**src/rtl/frame_pick_pkg.sv**
```systemverilog
// Shared definitions for the frame_pick block.
//   state_e        : FSM state encoding used by frame_pick and frame_pick_sync
//   SYNC_A_DEF     : default first/second header word
//   SYNC_B_DEF     : default third header word
package frame_pick_pkg;

  typedef enum logic [2:0] {
    ST_IDLE  = 3'd0,
    ST_HUNT0 = 3'd1,
    ST_HUNT1 = 3'd2,
    ST_HUNT2 = 3'd3,
    ST_CTRL  = 3'd4,
    ST_DATA  = 3'd5
  } state_e;

  localparam logic [15:0] SYNC_A_DEF = 16'hFFFF;
  localparam logic [15:0] SYNC_B_DEF = 16'hAAAA;

endpackage

```
**src/rtl/frame_pick_sync.sv**
```systemverilog
// Header detector for frame_pick: walks SYNC_A, SYNC_A, SYNC_B on the
// qualified word stream while hunt_en is high.
//   clk, rst    : clock, synchronous active-high reset
//   hunt_en     : parent is hunting; position is held at HUNT0 while low
//   din_valid   : qualifies din; position only moves on valid words
//   din         : raw word stream
//   hdr_found   : one-cycle strobe, high on the cycle SYNC_B completes a header
//   hunt_state  : current hunt position (ST_HUNT0..ST_HUNT2)
module frame_pick_sync
  import frame_pick_pkg::*;
#(
  parameter int                 PIXEL_W = 16,
  parameter logic [PIXEL_W-1:0] SYNC_A  = PIXEL_W'(SYNC_A_DEF),
  parameter logic [PIXEL_W-1:0] SYNC_B  = PIXEL_W'(SYNC_B_DEF)
) (
  input  logic               clk,
  input  logic               rst,
  input  logic               hunt_en,
  input  logic               din_valid,
  input  logic [PIXEL_W-1:0] din,
  output logic               hdr_found,
  output state_e             hunt_state
);

  state_e hunt_q, hunt_d;

  always_comb begin
    hunt_d    = hunt_q;
    hdr_found = 1'b0;
    if (!hunt_en) begin
      // Parked at the start so every new hunt begins from scratch.
      hunt_d = ST_HUNT0;
    end else if (din_valid) begin
      case (hunt_q)
        ST_HUNT0: if (din == SYNC_A) hunt_d = ST_HUNT1;
        ST_HUNT1: hunt_d = (din == SYNC_A) ? ST_HUNT2 : ST_HUNT0;
        ST_HUNT2: begin
          if (din == SYNC_B) begin
            hdr_found = 1'b1;
            hunt_d    = ST_HUNT0;
          end else if (din == SYNC_A) begin
            // A longer run of SYNC_A still ends in a valid header.
            hunt_d = ST_HUNT2;
          end else begin
            hunt_d = ST_HUNT0;
          end
        end
        default: hunt_d = ST_HUNT0;
      endcase
    end
  end

  always_ff @(posedge clk) begin
    if (rst) hunt_q <= ST_HUNT0;
    else     hunt_q <= hunt_d;
  end

  assign hunt_state = hunt_q;

endmodule

```
**src/rtl/frame_pick.sv**
```systemverilog
// Frame extractor: after GO (or continuously with CONT) finds a
// SYNC_A SYNC_A SYNC_B header, takes the next word as control word, uses its
// low CNT_W bits as pixel count N and forwards the following N valid words as
// pixels, flagging the last one.
//   CLK, RST     : clock, synchronous active-high reset
//   GO           : arm capture of one frame from IDLE
//   CONT         : re-arm automatically after each frame
//   DIN_VALID    : qualifies DIN
//   DIN          : raw word stream
//   PIXEL_VALID  : registered pixel strobe
//   PIXEL_DATA   : registered pixel, zero when PIXEL_VALID is low
//   PIXEL_LAST   : registered, high with the last pixel of a frame
//   FRAME_CTRL   : control word of the current/last accepted frame
//   BUSY         : high in every state except IDLE
//   ERR_LEN      : one-cycle pulse when the pixel count is 0 or too large
module frame_pick
  import frame_pick_pkg::*;
#(
  parameter int                 PIXEL_W    = 16,
  parameter int                 MAX_PIXELS = 1024,
  parameter logic [PIXEL_W-1:0] SYNC_A     = PIXEL_W'(SYNC_A_DEF),
  parameter logic [PIXEL_W-1:0] SYNC_B     = PIXEL_W'(SYNC_B_DEF)
) (
  input  logic               CLK,
  input  logic               RST,
  input  logic               GO,
  input  logic               CONT,
  input  logic               DIN_VALID,
  input  logic [PIXEL_W-1:0] DIN,
  output logic               PIXEL_VALID,
  output logic [PIXEL_W-1:0] PIXEL_DATA,
  output logic               PIXEL_LAST,
  output logic [PIXEL_W-1:0] FRAME_CTRL,
  output logic               BUSY,
  output logic               ERR_LEN
);

  localparam int CNT_W = $clog2(MAX_PIXELS + 1);

  // main_q only uses ST_HUNT0 to mean "hunting"; the finer hunt position
  // lives in the sync sub-module.
  state_e               main_q, main_d;
  state_e               hunt_state;
  state_e               state;
  logic [CNT_W-1:0]     cnt_q, cnt_d;
  logic [PIXEL_W-1:0]   ctrl_q, ctrl_d;
  logic                 pv_q, pv_d;
  logic [PIXEL_W-1:0]   pd_q, pd_d;
  logic                 pl_q, pl_d;
  logic                 err_q, err_d;
  logic                 hdr_found;
  logic [CNT_W-1:0]     n_w;
  logic                 len_ok;

  frame_pick_sync #(
    .PIXEL_W (PIXEL_W),
    .SYNC_A  (SYNC_A),
    .SYNC_B  (SYNC_B)
  ) u_sync (
    .clk        (CLK),
    .rst        (RST),
    .hunt_en    (main_q == ST_HUNT0),
    .din_valid  (DIN_VALID),
    .din        (DIN),
    .hdr_found  (hdr_found),
    .hunt_state (hunt_state)
  );

  assign state = (main_q == ST_HUNT0) ? hunt_state : main_q;

  // Pixel count is the low CNT_W bits of the control word; upper bits are
  // carried only in FRAME_CTRL.
  assign n_w    = CNT_W'(DIN);
  assign len_ok = (n_w != '0) && (n_w <= CNT_W'(MAX_PIXELS));

  always_comb begin
    main_d = main_q;
    cnt_d  = cnt_q;
    ctrl_d = ctrl_q;
    pv_d   = 1'b0;
    pd_d   = '0;
    pl_d   = 1'b0;
    err_d  = 1'b0;
    case (main_q)
      ST_IDLE: begin
        if (GO) main_d = ST_HUNT0;
      end
      ST_HUNT0: begin
        if (hdr_found) main_d = ST_CTRL;
      end
      ST_CTRL: begin
        if (DIN_VALID) begin
          ctrl_d = DIN;
          if (len_ok) begin
            cnt_d  = n_w;
            main_d = ST_DATA;
          end else begin
            err_d  = 1'b1;
            main_d = ST_HUNT0;
          end
        end
      end
      ST_DATA: begin
        if (DIN_VALID) begin
          pv_d  = 1'b1;
          pd_d  = DIN;
          cnt_d = cnt_q - CNT_W'(1);
          if (cnt_q == CNT_W'(1)) begin
            pl_d   = 1'b1;
            main_d = CONT ? ST_HUNT0 : ST_IDLE;
          end
        end
      end
      default: main_d = ST_IDLE;
    endcase
  end

  always_ff @(posedge CLK) begin
    if (RST) begin
      main_q <= ST_IDLE;
      cnt_q  <= '0;
      ctrl_q <= '0;
      pv_q   <= 1'b0;
      pd_q   <= '0;
      pl_q   <= 1'b0;
      err_q  <= 1'b0;
    end else begin
      main_q <= main_d;
      cnt_q  <= cnt_d;
      ctrl_q <= ctrl_d;
      pv_q   <= pv_d;
      pd_q   <= pd_d;
      pl_q   <= pl_d;
      err_q  <= err_d;
    end
  end

  assign PIXEL_VALID = pv_q;
  assign PIXEL_DATA  = pd_q;
  assign PIXEL_LAST  = pl_q;
  assign FRAME_CTRL  = ctrl_q;
  assign BUSY        = (state != ST_IDLE);
  assign ERR_LEN     = err_q;

endmodule

```
**config.mk**
```make
export PLATFORM = sky130hd
export DESIGN_NAME = frame_pick
export DESIGN_NICKNAME = d
export VERILOG_FILES = /design/src/rtl/frame_pick_pkg.sv /design/src/rtl/frame_pick_sync.sv /design/src/rtl/frame_pick.sv
export SDC_FILE = /design/constraint.sdc
export NUM_CORES = 1
export LEC_CHECK = 0
export BUFFER_PORTS_ARGS = -buffer_cell sky130_fd_sc_hd__buf_2
export CAP_MARGIN = 20
export CORE_ASPECT_RATIO = 0.7
export CORE_UTILIZATION = 40
export CTS_CLUSTER_DIAMETER = 30
export CTS_CLUSTER_SIZE = 28
export DETAILED_ROUTE_END_ITERATION = 16
export SLEW_MARGIN = 40
export SYNTH_ARGS = -nofsm -noshare
export SYNTH_HDL_FRONTEND = slang
export SYNTH_SLANG_ARGS = --single-unit
```
**constraint.sdc**
```tcl
create_clock -name CLK -period 3.9 [get_ports CLK]
set_clock_uncertainty 0.15 [all_clocks]
set_input_delay 0.39 -clock CLK [delete_from_list [all_inputs] [get_ports CLK]]
set_output_delay 0.39 -clock CLK [all_outputs]
set_load 0.1 [all_outputs]
```
==> summary.txt, run 1 <==
Routed Antenna Nets -> 0
Slew @ Worst Pin -> 0.712 ns
die area -> 5840 um^2
Placer Congestion -> 0.888
hold_buf cts -> 0
area of the mapped netlist -> 2210 um^2
Cell Pwr Density -> 357 nW/um^2
Final Hold Fails -> 0
first-pass GRT wire length -> 10500 um
VDD IR max -> 0.223 mV
post-synth net total -> 288
GRT Total Usage -> 23.1%
CP arrival -> 2.21 ns
post-DR wirelength/cell -> 16.4 um
critical path's largest stage delay -> 0.50 ns
DR vias/cell -> 5.51
initial antenna violation count -> 0
Yosys warning total -> 0
detailed placement HPWL -> 4490 um
crit share post-route -> 56.1%
Die Ht -> 64.3 um
# DRC -> 0
leakage power -> 1.10 nW
worst skew pair latency -> 0.30 ns
Port-buffer cells -> 56
CTS HTree Levels -> 2
CTS max path bufs -> 2
crit path cell chain -> and2_1, o21a_1, o21ai_1, nor2_1, o311ai_1
Reg clk slew, reported paths -> 0.10 ns
Post-Syn Instances -> 265
post-synthesis async set-or-reset flop share -> 0%
# diodes -> 0
clk sinks -> 50
Buf+Inv Stages, Crit Path -> 0
num rows -> 22
I/O pins -> 57
dpl cells -> 381
CTS Buf Count -> 5
Fmax -> 457 MHz
layout cell share with drive strength beyond 1 -> 23.0%
setup TNS -> 0 ns
TritonCTS clock tree -> yes
startpoint types -> flop
average size of a mapped cell -> 8.36 um^2
status -> finished, final reports clean
Slew Limit Fails -> 0
GR Overflow Total -> 0
core area -> 5290 um^2
EDFF count, synth -> 0
relative slew slack -> 52.2%
cts repair resizes -> 0
RSZ-0062 raised after global routing -> no
clock root cell -> clkbuf_8
Tmin final -> 2.19 ns
Worst EP required -> 3.93 ns
vias in the first global route -> 1936
synthesized flop and latch total -> 50
die width -> 90.9 um
critical path class -> flop to flop
Starting Density -> 41.9%
Max-Cap Viols -> 0
Layout area overhead -> 20.1%
Max FO, Critical Path -> 12
drt first-iter violations -> 282
Worst path slowest cell -> and2_1
Top delay family on crit path -> simple AND/OR/NAND/NOR gates
sequential fraction of the synthesis area -> 45.2%
Worst setup EP type -> flop
Finished Layout Cells -> 389
pin count of the biggest net entering global routing -> 35
ys flop type -> dfxtp_1
synth unique cells -> 48
Setup violations, final -> 0
nets -> 339
First-pass DRT Iterations -> 5
drt total wl -> 6370 um
DR vias -> 2142
Worst Hold Class -> input pin to flop
setup repair bufs after CTS -> 0
where the power goes:
part           internal, W  total (W)  switching [W]
logic            0.0000182  0.0000607      0.0000425
registers         0.000511   0.000517     0.00000568
clock network     0.000192   0.000372       0.000179
total             0.000722   0.000949       0.000228
per-stage QoR:
step	instance area [um^2]	hold slack, ns	total power [W]	worst slack (ns)	util, %
2_1_floorplan	2210	0.306	0.000559	1.74	-
3_3_place_gp	2540	0.291	0.000588	1.51	48.1
3_5_place_dp	2550	0.296	0.000588	1.46	48.2
4_1_cts	2660	0.162	0.000953	1.40	50.3
5_1_grt	2660	0.167	0.000980	1.56	50.3
6_report	2660	0.166	0.000949	1.71	50.3
synthesized netlist by cell type, types with 2 or more instances:
cell       n  area, um^2
ha_1       2        25.0
o31ai_1    6        45.0
clkbuf_1  11        41.3
dfxtp_1   50        1000
inv_1      6        22.5
o211ai_1   5        37.5
nand4_1    7        43.8
buf_2      3        15.0
o21ai_0    6        30.0
o221ai_2   2        30.0
nor4b_1    2        17.5
nand2_1   49         184
nor4_1     2        12.5
or4_1      2        15.0
nor2_1    16        60.1
nor3b_1    2        15.0
and3_1     3        18.8
nor3_1     6        30.0
and2_1    18         113
a21oi_1   30         150
nand3_1    4        20.0
a31oi_1    3        18.8
a32o_1     3        30.0
nand2b_1   3        18.8
state kept, by name, summed over array words and instances, names as in the netlist:
| signal | count |
|---|---|
| FRAME_CTRL | 16 |
| main_q | 2 |
| ERR_LEN | 1 |
| u_sync.hunt_state | 2 |
| PIXEL_VALID | 1 |
| cnt_q | 11 |
| PIXEL_DATA | 16 |
| PIXEL_LAST | 1 |
layer usage:
metal / part of all wire [%] / global-route usage, % / routed length [um]
met5: 0 / 0 / 0
met2: 41 / 31.8 / 2640
met3: 6.9 / 4.64 / 439
met4: 0.30 / 3.57 / 19
met1: 51 / 36.6 / 3270
cell type report:
cell class / count / area [um^2]
Tap cell: 72 / 90.1
Fill cell: 535 / 2630
Sequential cell: 50 / 1000
Inverter: 6 / 22.5
Clock inverter: 3 / 43.8
Multi-Input combinational cell: 193 / 1120
Timing Repair Buffer: 60 / 310
Clock buffer: 5 / 68.8
cells by family after synthesis:
kind of cell | after synthesis | synth area share (%)
and+or+nand+nor | 120 | 26.9
AOI/OAI and AO/OA | 69 | 21.7
DFF | 50 | 45.2
buffers and inverters | 22 | 4.24
adders and majority gates | 2 | 1.13
xor gates and xnor gates | 1 | 0.396
muxes | 1 | 0.452
path summary, 6_finish.rpt:
path | cells after the start | slack [ns] | endpoint | start
setup / recovery | 5 | 1.71 | cnt_q[0] | main_q[2]
hold / removal | 2 | 0.17 | PIXEL_DATA[13] | DIN[13]
hold reg to reg | 2 | 0.31 | FRAME_CTRL[7] | FRAME_CTRL[7]
setup reg to reg | 5 | 1.71 | cnt_q[0] | main_q[2]
placed cells by master, fill, tap and decap left out, drive strengths merged, types with 3 or more instances in the layout:
cell    count
nor2       16
a21oi      30
buf        60
o21ai       7
a31oi       3
nand4       7
nor3        6
a32o        3
and3        3
nand2      49
and2       19
inv         7
dfxtp      50
nand3       4
o211ai      5
o221ai      3
clkbuf      5
nand2b      3
o31ai       6
(Power assumes the default switching activity.)
==> inputs of run 2 (changes only) <==
- clock period: 3.9 -> 2.2 ns (I/O delays scaled with it)
==> summary.txt, run 2 (synthesis results as in run 1) <==
RSZ-0062 raised after global routing -> no
GRT Total Usage -> 23.7% (+0.58 points)
nets -> 365 (+7.7%)
Worst Hold Class -> input pin to flop
pre-CTS WS -> -0.0626 ns (-1.52 ns)
vias in the first global route -> 2002 (+3.4%)
crit path cell chain -> inv_1, ha_1, nor3b_1, nand2_1, nor3_1, o221ai_2, a32o_1
post-DR wirelength/cell -> 16.2 um (-0.88%)
Starting Density -> 41.9% (unchanged)
Switching Power -> 0.000404 W (+77%)
Port-buffer cells -> 56 (unchanged)
clk sinks -> 50 (unchanged)
worst skew pair latency -> 0.30 ns (about the same)
CTS HTree Levels -> 2 (unchanged)
Setup violations, final -> 0 (unchanged)
Pint -> 0.00130 W (+80%)
utilization of the core after routing -> 53.9% (+3.6 points)
detailed placement HPWL -> 5040 um (+12%)
drt first-iter violations -> 181 (-36%)
commonest cells after routing, fill and taps aside -> buf_2 (56), dfxtp_1 (50), nand2_1 (49)
# DRC -> 0 (unchanged)
Die Ht -> 64.3 um (unchanged)
Logic pwr share -> 8.3% (+1.9 points)
clock root cell -> clkbuf_8
setup repair bufs after CTS -> 0 (unchanged)
I/O pins -> 57 (unchanged)
die width -> 90.9 um (unchanged)
die area -> 5840 um^2 (unchanged)
Final Hold Fails -> 0 (unchanged)
initial antenna violation count -> 0 (unchanged)
CTS Buf Count -> 5 (unchanged)
Placer Congestion -> 0.924 (+4.1%)
critical path class -> flop to flop
relative slew slack -> 51.0% (-1.3 points)
Cell Pwr Density -> 597 nW/um^2 (+67%)
Slew Limit Fails -> 0 (unchanged)
register area -> 1000 um^2 (-0.12%)
DR vias/cell -> 5.32 (-3.3%)
multi-input logic area -> 1120 um^2 (-0.22%)
critical path's largest stage delay -> 0.35 ns (-0.15 ns)
Worst setup EP type -> flop
VDD IR max -> 0.287 mV (+29%)
TritonCTS clock tree -> yes
leakage power -> 1.22 nW (+11%)
final setup margin -> 0.119 ns (-1.59 ns)
Routed Antenna Nets -> 0 (unchanged)
layout cell share with drive strength beyond 1 -> 28.0% (+5.0 points)
core area -> 5290 um^2 (unchanged)
CP arrival -> 2.13 ns (-0.08 ns)
Worst path slowest cell -> dfxtp_1
Fmax -> 481 MHz (+5.1%)
Tmin final -> 2.08 ns (-0.105 ns)
Layout area overhead -> 28.6%
Clk pwr share -> 38.3% (-0.9 points)
drt total wl -> 6740 um (+5.7%)
pin count of the biggest net entering global routing -> 34 (-2.9%)
First-pass DRT Iterations -> 4 (-1)
Max FO, Critical Path -> 4 (-8)
CTS max path bufs -> 2 (unchanged)
Worst EP required -> 2.25 ns (-1.68 ns)
startpoint types -> flop
# diodes -> 0 (unchanged)
crit share post-route -> 94.6% (+39 points)
commonest non-fill, non-tap cell in the layout -> buf_2
status -> finished, final reports clean
Reg clk slew, reported paths -> 0.10 ns (about the same)
first-pass GRT wire length -> 10700 um (+1.8%)
Flop pwr share -> 53.4% (-1.0 points)
cts repair resizes -> 0 (unchanged)
Net Sw Frac -> 23.7% (-0.23 points)
num rows -> 22 (unchanged)
hold_buf cts -> 0 (unchanged)
GR Overflow Total -> 0 (unchanged)
Slew @ Worst Pin -> 0.730 ns (+0.0184 ns)
FILL cells -> 525 (-1.9%)
Max-Cap Viols -> 0 (unchanged)
DR vias -> 2209 (+3.1%)
[run 2: changes by cell type in the layout (fill, tap and decap cells not counted)]
cell	delta
buf_4	+26
clkbuf_1	+1
clkinv_2	-1
clkinvlp_4	+1
dfxtp_1	+1
dfxtp_2	-1
inv_6	-1
nor2_1	+1
nor2_2	-1
[run 2: area by class of cell]
| cell class | count | area share, % |
|---|---|---|
| multi-input cells | 193 | 39.3 |
| flip-flops and latches | 50 | 35.1 |
| repair buffers | 86 | 17.7 |
| well taps | 72 | 3.16 |
| clock buffers | 6 | 2.55 |
| clock inverters | 2 | 1.32 |
| inverters | 6 | 0.791 |
[run 2: worst max-delay path: cells and delay by family (launching register included)]
kind            cells  cell delay, ns
simple gates        3            0.72
buf+inv             1            0.11
fa+ha+maj           1            0.23
compound gates      2            0.42
flops               1            0.35
[run 2: power by group through the flow]
stage                     Clock, W  Sequential (W)  Combinational [W]
after global routing      0.000696        0.000909           0.000150
after global placement           0        0.000930           0.000140
final                     0.000651        0.000908           0.000141
after floorplan                  0        0.000928          0.0000621
after CTS                 0.000656        0.000908           0.000140
after detailed placement         0        0.000930           0.000139
[run 2: path summary, 6_finish.rpt]
path                                     start        endpoint  slack (ns)  cells after the start
worst max register to register        cnt_q[0]        cnt_q[8]        0.12                      7
worst max-delay path                  cnt_q[0]        cnt_q[8]        0.12                      7
worst min register to register  FRAME_CTRL[14]  FRAME_CTRL[14]        0.31                      2
worst min-delay path                   DIN[13]  PIXEL_DATA[13]       0.009                      2
[run 2: per-stage QoR]
stage	area (um^2)	total power, W	instances	hold WS [ns]	setup TNS [ns]
after floorplan	2210	0.000990	265	0.160	0
after global placement	2740	0.00107	407	0.292	-0.00349
after detailed placement	2740	0.00107	407	0.294	-0.390
after CTS	2850	0.00170	415	0.00188	0
after global routing	2850	0.00176	415	0.00638	0
final	2850	0.00170	415	0.00868	0
[run 2: metal layers]
| layer | global-route usage, % | vias to the layer above | part of all wire [%] |
|---|---|---|---|
| met5 | 0 | - | 0 |
| met4 | 2.38 | 0 | 0.19 |
| met2 | 34.5 | 96 | 41 |
| met3 | 6.07 | 2 | 8.9 |
| li1 | - | 1098 | - |
| met1 | 35.8 | 1013 | 50 |
==> inputs of run 3 (changes only) <==
- CORE_UTILIZATION: 40 -> 30
- clock period: 2.2 -> 2.6 ns (I/O delays scaled with it)
==> summary.txt, run 3 (synthesis results as in run 1) <==
status -> finished, final reports clean
worst skew pair latency -> 0.30 ns (about the same)
Top delay family on crit path -> simple AND/OR/NAND/NOR gates
CTS HTree Levels -> 2 (unchanged)
Worst EP required -> 2.65 ns (+0.40 ns)
clock root cell -> clkbuf_8
drt first-iter violations -> 162 (-10%)
critical path class -> flop to flop
Cell Pwr Density -> 492 nW/um^2 (-18%)
Max FO, Critical Path -> 8 (+4)
Max-Cap Viols -> 0 (unchanged)
Worst path slowest cell -> dfxtp_1
die width -> 105 um (+15%)
setup repair bufs after CTS -> 0 (unchanged)
FILL cells -> 738 (+41%)
I/O pins -> 57 (unchanged)
Die Ht -> 73.9 um (+15%)
First-pass DRT Iterations -> 4 (unchanged)
Starting Density -> 31.9% (-10 points)
Placer Congestion -> 0.876 (-5.2%)
relative slew slack -> 55.0% (+4.0 points)
RSZ-0062 raised after global routing -> no
Reg clk slew, reported paths -> 0.10 ns (about the same)
Setup violations, final -> 0 (unchanged)
Placed Area -> 2630 um^2 (-3.8%)
cts repair resizes -> 0 (unchanged)
layout cell share with drive strength beyond 1 -> 24.7% (-3.3 points)
Slew Limit Fails -> 0 (unchanged)
drt total wl -> 6270 um (-7.0%)
CTS max path bufs -> 2 (unchanged)
Port-buffer cells -> 56 (unchanged)
commonest non-fill, non-tap cell in the layout -> buf_2
multi-input logic area -> 1130 um^2 (+0.89%)
Slew @ Worst Pin -> 0.675 ns (-0.0547 ns)
core area -> 6940 um^2 (+31%)
Tmin final -> 2.09 ns (+0.0113 ns)
VDD IR max -> 0.313 mV (+9.1%)
post-DR wirelength/cell -> 15.0 um (-7.7%)
GRT Total Usage -> 16.9% (-6.8 points)
GR Overflow Total -> 0 (unchanged)
clk sinks -> 50 (unchanged)
# diodes -> 0 (unchanged)
Fmax -> 478 MHz (-0.54%)
die area -> 7740 um^2 (+32%)
hold_buf cts -> 0 (unchanged)
Buf+Inv Stages, Crit Path -> 1 (unchanged)
CTS Buf Count -> 5 (unchanged)
first-pass GRT wire length -> 10100 um (-5.0%)
pin count of the biggest net entering global routing -> 34 (unchanged)
TritonCTS clock tree -> yes
setup TNS -> 0 ns (unchanged)
# DRC -> 0 (unchanged)
Layout area overhead -> 23.1%
Final Hold Fails -> 0 (unchanged)
DR vias -> 2143 (-3.0%)
register area -> 1000 um^2 (unchanged)
num rows -> 25 (+14%)
vias in the first global route -> 1986 (-0.80%)
Worst setup EP type -> flop
Finished Cell Area -> 2730 um^2 (-4.3%)
CP arrival -> 2.14 ns (about the same)
DR vias/cell -> 5.13 (-3.7%)
leakage power -> 1.12 nW (-7.9%)
crit share post-route -> 80.5% (-14 points)
Routed Antenna Nets -> 0 (unchanged)
startpoint types -> flop
Worst Hold Class -> input pin to flop
initial antenna violation count -> 0 (unchanged)
detailed placement HPWL -> 4650 um (-7.6%)
crit path cell chain -> inv_1, ha_1, nor3b_1, nand2_1, nor3_1, o221ai_2, a32o_1
nets -> 346 (-5.2%)
commonest cells after routing, fill and taps aside -> buf_2 (56), dfxtp_1 (50), nand2_1 (49)
critical path's largest stage delay -> 0.41 ns (+0.06 ns)
## run 3: area by class of cell
type                            instances  share of cell area, %
Clock buffer                            5                   2.52
Clock inverter                          3                  0.872
Inverter                                6                  0.826
Multi-Input combinational cell        193                   41.4
Sequential cell                        50                   36.7
Tap cell                               94                   4.31
Timing Repair Buffer                   67                   13.3
## run 3: worst paths after layout
check                              startpoint             end  slack (ns)  cells past startpoint
worst min register to register  FRAME_CTRL[4]   FRAME_CTRL[4]        0.31                      2
worst min-delay path                  DIN[11]  PIXEL_DATA[11]        0.03                      2
worst max register to register       cnt_q[0]        cnt_q[8]        0.51                      7
worst max-delay path                 cnt_q[0]        cnt_q[8]        0.51                      7
## run 3: stage by stage
stage / worst slack (ns) / utilization, % / hold WS [ns] / cells / total power [W]
after floorplan: 0.504 / - / 0.200 / 265 / 0.000838
after global placement: 0.187 / 37.8 / 0.296 / 410 / 0.000886
after detailed placement: 0.330 / 37.9 / 0.297 / 410 / 0.000888
after CTS: 0.510 / 39.3 / 0.0236 / 418 / 0.00136
after global routing: 0.309 / 39.3 / 0.0199 / 418 / 0.00139
final: 0.508 / 39.3 / 0.0308 / 418 / 0.00134
## run 3: layer usage
metal / track usage, % / wire length (um) / vias to the layer above
li1: - / - / 1060
met1: 24.9 / 3280 / 999
met2: 25.1 / 2540 / 79
met3: 3.55 / 418 / 5
met4: 3.44 / 29 / 0
met5: 0 / 0 / -
## run 3: power by group
group	switching, W	total, W	internal, W
combinational	0.0000690	0.000101	0.0000320
sequential	0.00000347	0.000770	0.000767
clock	0.000277	0.000470	0.000193
total	0.000349	0.00134	0.000992
